**config.mk**
```make
export PLATFORM = sky130hd
export DESIGN_NAME = shifter_pipelined
export DESIGN_NICKNAME = d
export VERILOG_FILES = /design/src/rtl/shifter_pipelined.sv
export SDC_FILE = /design/constraint.sdc
export NUM_CORES = 1
export LEC_CHECK = 0
export CELL_PAD_IN_SITES_DETAIL_PLACEMENT = 0
export CELL_PAD_IN_SITES_GLOBAL_PLACEMENT = 1
export CORE_MARGIN = 2
export CORE_UTILIZATION = 46
export DETAILED_ROUTE_END_ITERATION = 16
export PLACE_DENSITY_LB_ADDON = 0.3
export SLEW_MARGIN = 10
export SYNTH_ARGS = -nofsm -noshare
export SYNTH_HDL_FRONTEND = slang
export SYNTH_SLANG_ARGS = --single-unit
```
**constraint.sdc**
```tcl
create_clock -name clk -period 9.05 [get_ports clk]
set_input_delay 2.2625 -clock clk [delete_from_list [all_inputs] [get_ports clk]]
set_output_delay 2.2625 -clock clk [all_outputs]
set_load 0.01 [all_outputs]
```
**src/rtl/shifter_pipelined.sv**
```systemverilog
// shifter_pipelined: pipelined barrel shifter for the ALU datapath.
// Supports SLL, SRL, SRA, ROL and ROR. Stage k applies a shift of 2^k when
// bit k of the shift amount is set. Every stage carries its own valid bit, so
// stalls are per stage and bubbles collapse under backpressure.
module shifter_pipelined #(
  parameter int N       = 32,
  parameter int SHAMT_W = $clog2(N),
  parameter int L       = $clog2(N)
) (
  input  logic               clk,
  input  logic               rst,
  input  logic               flush,
  input  logic               in_valid,
  output logic               in_ready,
  input  logic [N-1:0]       in_data,
  input  logic [SHAMT_W-1:0] in_shamt,
  input  logic [2:0]         in_mode,
  output logic               out_valid,
  input  logic               out_ready,
  output logic [N-1:0]       out_data
);

  // Operation encodings; anything above ROR passes the operand through.
  localparam logic [2:0] MODE_SLL = 3'b000;
  localparam logic [2:0] MODE_SRL = 3'b001;
  localparam logic [2:0] MODE_SRA = 3'b010;
  localparam logic [2:0] MODE_ROL = 3'b011;
  localparam logic [2:0] MODE_ROR = 3'b100;

  // Per-stage registered state. Sign is captured once at acceptance and
  // travels with the op so SRA never has to re-derive it mid-pipe.
  logic [L-1:0]       valid_q;
  logic [N-1:0]       data_q  [L];
  logic [SHAMT_W-1:0] shamt_q [L];
  logic [2:0]         mode_q  [L];
  logic               sign_q  [L];

  // Stage inputs (from the request port for stage 0, otherwise from the
  // previous stage) and the shifted data each stage would load.
  logic [L-1:0]       stage_vin;
  logic [N-1:0]       stage_din   [L];
  logic [SHAMT_W-1:0] stage_shamt [L];
  logic [2:0]         stage_mode  [L];
  logic               stage_sign  [L];
  logic [N-1:0]       stage_dnext [L];

  // ready[k] is high when stage k may load a new op this cycle.
  logic [L-1:0]       ready;

  // Fixed-distance shift for one stage. Rotates wrap modulo N; SRA fills
  // the vacated upper bits with the sign captured at acceptance.
  function automatic logic [N-1:0] shift_by(input logic [N-1:0] d,
                                            input logic [2:0]   m,
                                            input logic         sign,
                                            input int           amt);
    logic [N-1:0] r;
    r = d;
    case (m)
      MODE_SLL: r = d << amt;
      MODE_SRL: r = d >> amt;
      MODE_SRA: r = (d >> amt) | ((~({N{1'b1}} >> amt)) & {N{sign}});
      MODE_ROL: r = (d << amt) | (d >> (N - amt));
      MODE_ROR: r = (d >> amt) | (d << (N - amt));
      default:  r = d;
    endcase
    return r;
  endfunction

  // Ready chain: a stage can load if it is empty or if some stage between it
  // and the output is empty or the consumer is taking the result, which is
  // the unrolled form of ready_k = ~valid_k | ready_{k+1}.
  always_comb begin
    logic chain;
    ready = '0;
    chain = out_ready;
    for (int k = L - 1; k >= 0; k--) begin
      chain    = chain | ~valid_q[k];
      ready[k] = chain;
    end
  end

  // Requests are refused while flushing or while held in reset.
  assign in_ready = ready[0] & ~flush & ~rst;

  // Route each stage's source: the request port feeds stage 0, every other
  // stage takes the registered contents of its predecessor.
  always_comb begin
    stage_vin[0]   = in_valid & in_ready;
    stage_din[0]   = in_data;
    stage_shamt[0] = in_shamt;
    stage_mode[0]  = in_mode;
    stage_sign[0]  = in_data[N-1];
    for (int k = 1; k < L; k++) begin
      stage_vin[k]   = valid_q[k-1];
      stage_din[k]   = data_q[k-1];
      stage_shamt[k] = shamt_q[k-1];
      stage_mode[k]  = mode_q[k-1];
      stage_sign[k]  = sign_q[k-1];
    end
  end

  // Each stage shifts by 2^k only when its own shift-amount bit is set.
  always_comb begin
    for (int k = 0; k < L; k++) begin
      stage_dnext[k] = stage_din[k];
      if (stage_shamt[k][k]) begin
        stage_dnext[k] = shift_by(stage_din[k], stage_mode[k], stage_sign[k], 1 << k);
      end
    end
  end

  // Valid bits: cleared by reset or flush, otherwise advance wherever a
  // stage is ready and hold where it is stalled.
  always_ff @(posedge clk or posedge rst) begin
    if (rst) begin
      valid_q <= '0;
    end else if (flush) begin
      valid_q <= '0;
    end else begin
      for (int k = 0; k < L; k++) begin
        if (ready[k]) begin
          valid_q[k] <= stage_vin[k];
        end
      end
    end
  end

  // Payload registers load only when a real op moves in, so a stalled or
  // idle stage keeps its data steady.
  always_ff @(posedge clk or posedge rst) begin
    if (rst) begin
      for (int k = 0; k < L; k++) begin
        data_q[k]  <= '0;
        shamt_q[k] <= '0;
        mode_q[k]  <= '0;
        sign_q[k]  <= 1'b0;
      end
    end else begin
      for (int k = 0; k < L; k++) begin
        if (ready[k] && stage_vin[k]) begin
          data_q[k]  <= stage_dnext[k];
          shamt_q[k] <= stage_shamt[k];
          mode_q[k]  <= stage_mode[k];
          sign_q[k]  <= stage_sign[k];
        end
      end
    end
  end

  assign out_valid = valid_q[L-1];
  assign out_data  = data_q[L-1];

endmodule
```
==> run_results.csv <==
group,metric,value,unit
timing,setup_viol,0,
timing,slew_viol_final,0,
global_route,grt_max_degree,114,
job,cap_violations,0,
final_layout,fill_cells,2610,
global_route,grt_pass1_vias,10690,
placed_design,dpl_worst_slack,3016,ps
yosys,synth_edf_count,0,
clock_tree,path_clk_slew,70,ps
critical_path,required,6790,ps
final_layout,multiInputGateArea,0.007022,sq mm
yosys,synth_cell_types,61,
floorplan,start_util,0.4708,
global_route,track_usage,0.2666,
global_route,overflow,0,
yosys,synth_flop_cell,"dfrtp_1",
clock_tree,clk_latency,450,ps
yosys,synth_top_cells_by_count,"222 x nand2_1, 191 x dfrtp_1, 179 x o21ai_0, 144 x nor2_1, 75 x clkbuf_1",
final_layout,register_area,0.004781,sq mm
clock_tree,post-cts-setup-buffers,0,
pwr,ir_worst_vdd,0.1161,mV
drt,wl_met3,1548,um
clock_tree,cts_root_buf,"clkbuf_16",
yosys,synth_nets,1568,
yosys,synthTopCellsByArea,"dfrtp_1 37%, o21ai_0 7.0%, nand2_1 6.5%",
global_route,grt_pass1_wl,61760,um
drt,wl_met2,18490,um
critical_path,r2r_slack,6420,ps
final_layout,diodes,0,
critical_path,startpoint_type,"primary input",
drt,top_layer_used,"met4",
timing,period_minus_slack,6034,ps
critical_path,crit_fanout,8,
pwr,leakagePower,0.005510,uW
timing,grt_setup_unrepaired,"false",
yosys,yosysMostFrequentCell,"nand2_1",
timing,hold_viol,0,
final_layout,layout.nets,1506,
clock_tree,htree_levels,4,
final_layout,drive_gt1_frac,0.06174,
placed_design,gp_congestion,0.9241,
yosys,postSynthCellCount,1523,
clock_tree,cts_tree,"yes",
final_layout,area_delta_synth_final,8.728,%
pwr,pwr_density_cell,243.7,mW/mm^2
timing,tns,0,ps
clock_tree,cts_sinks,191,
critical_path,end_kind,"primary output",
drt,drc,0,
floorplan,core_area,0.02710,sq mm
yosys,syn_area,0.01276,sq mm
yosys,synth-seq-cells,191,
yosys,yosys_warnings,0,
timing,skew,14.11,ps
drt,wl_met1,17270,um
pwr,finalPower,3380,uW
run_status,status,"finished clean",
clock_tree,cts_resized,0,
timing,finalCritPeriodShare,0.6667,
clock_tree,cts_buffers,17,
timing,worst_pin_slew,1180,ps
hold_path,worstHoldPathType,"reg -> reg",
critical_path,worstPathArrival,3770,ps
drt,ant_nets,0,
yosys,syn_avg_cell_area,8.377,sq um
placed_design,port_buffers,78,
placed_design,dp_hpwl,25500,um
drt,drtIter0Drc,1153,
drt,finalWirelength,38370,um
yosys,ys_seq_area_frac,0.3746,
floorplan,placementRows,60,
drt,vias,11620,
floorplan,ioPinCount,79,
timing,setup_slack,3016,ps
yosys,synthArstFlopShare,1.000,
yosys,yosysTopAreaCell,"dfrtp_1",
floorplan,die_x,170.5,um
floorplan,fp.dieArea,0.02908,sq mm
drt,viasPerCell,6.294,
drt,wl_per_cell,20.78,um
clock_tree,ctsHoldBuffers,0,
clock_tree,clock_path_buffers,2,
timing,fmax,0.1657,GHz
floorplan,die_y,170.5,um
drt,drtPass1Iterations,8,
timing,maxSlewHeadroom,0.2130,
global_route,antenna_found_initial,0,
critical_path,crit_type,"in -> out",
yosys,yosysTopAreaCellShare,0.3746,
==> metrics by stage <==
step                  util  hold slack, ps  cell area [sq um]  std cells
floorplan                -           438.6              12760       1523
global placement    0.4892           451.0              13260       1814
detailed placement  0.4892           454.6              13260       1814
CTS                 0.5118           474.9              13870       1846
global route        0.5119           516.2              13870       1846
finish              0.5119           468.4              13870       1846
==> cells by family (layout without fill, tap and decap cells) <==
kind of cell / count (synthesis) / after routing / share of synthesized area
buffers and inverters: 191 / 142 / 0.07639
and+or+nand+nor: 536 / 536 / 0.1922
AOI/OAI and AO/OA: 541 / 541 / 0.3049
muxes: 51 / 51 / 0.04089
DFF: 191 / 191 / 0.3746
adders and majority gates: 9 / 9 / 0.007061
xor gates and xnor gates: 4 / 4 / 0.003923
==> routing by layer <==
layer	track usage	vias to the layer above
li1	-	5490
met1	0.3637	5718
met2	0.4441	360
met3	0.02868	51
met4	0.08696	0
met5	0	-
==> worst max-delay path: stages <==
cell and delay, ps:
clkdlybuf4s50_1 480, nand3b_2 220, nor2_1 90, nor3_1 150
clkdlybuf4s50_1 560
==> flip-flops by register name, indices dropped and copies added, names as in the netlist <==
signal and cells:
sign_q 4, data_q 128, mode_q 12, valid_q 5, out_data 32, shamt_q 10
==> final timing paths <==
path | from | end | depth (start not counted)
min in group asynchronous | rst | valid_q[1] | 2
setup reg to reg | mode_q[6] | data_q[45] | 4
hold / removal | shamt_q[23] | shamt_q[18] | 2
max in group asynchronous | rst | data_q[127] | 3
hold reg to reg | shamt_q[23] | shamt_q[18] | 2
setup / recovery | out_ready | in_ready | 5
==> cell type report <==
class	count	area share
multi-input cells	1141	0.5062
inverters	9	0.002976
flip-flops and latches	191	0.3446
repair buffers	101	0.06837
clock buffers	17	0.03067
well taps	372	0.03355
clock inverters	15	0.01362
==> power breakdown <==
part           total [uW]  internal [uW]  switching [uW]
Sequential           1490           1090             395
Combinational        1110            513             601
Clock                 777            377             401
Total                3380           1980            1400
==> cells in the final DEF (no fill, tap or decap), types with 23 or more instances in the layout <==
master	instances
o221ai_1	34
nand2b_1	52
buf_4	23
nor2_1	144
o21a_1	60
nand2_1	222
nand3_1	23
clkdlybuf4s50_1	77
a222oi_1	50
mux2i_1	42
dfrtp_1	190
and3_1	25
a22o_1	59
o21ai_1	29
o21ai_0	178
Power figures use the tool's default switching activity.
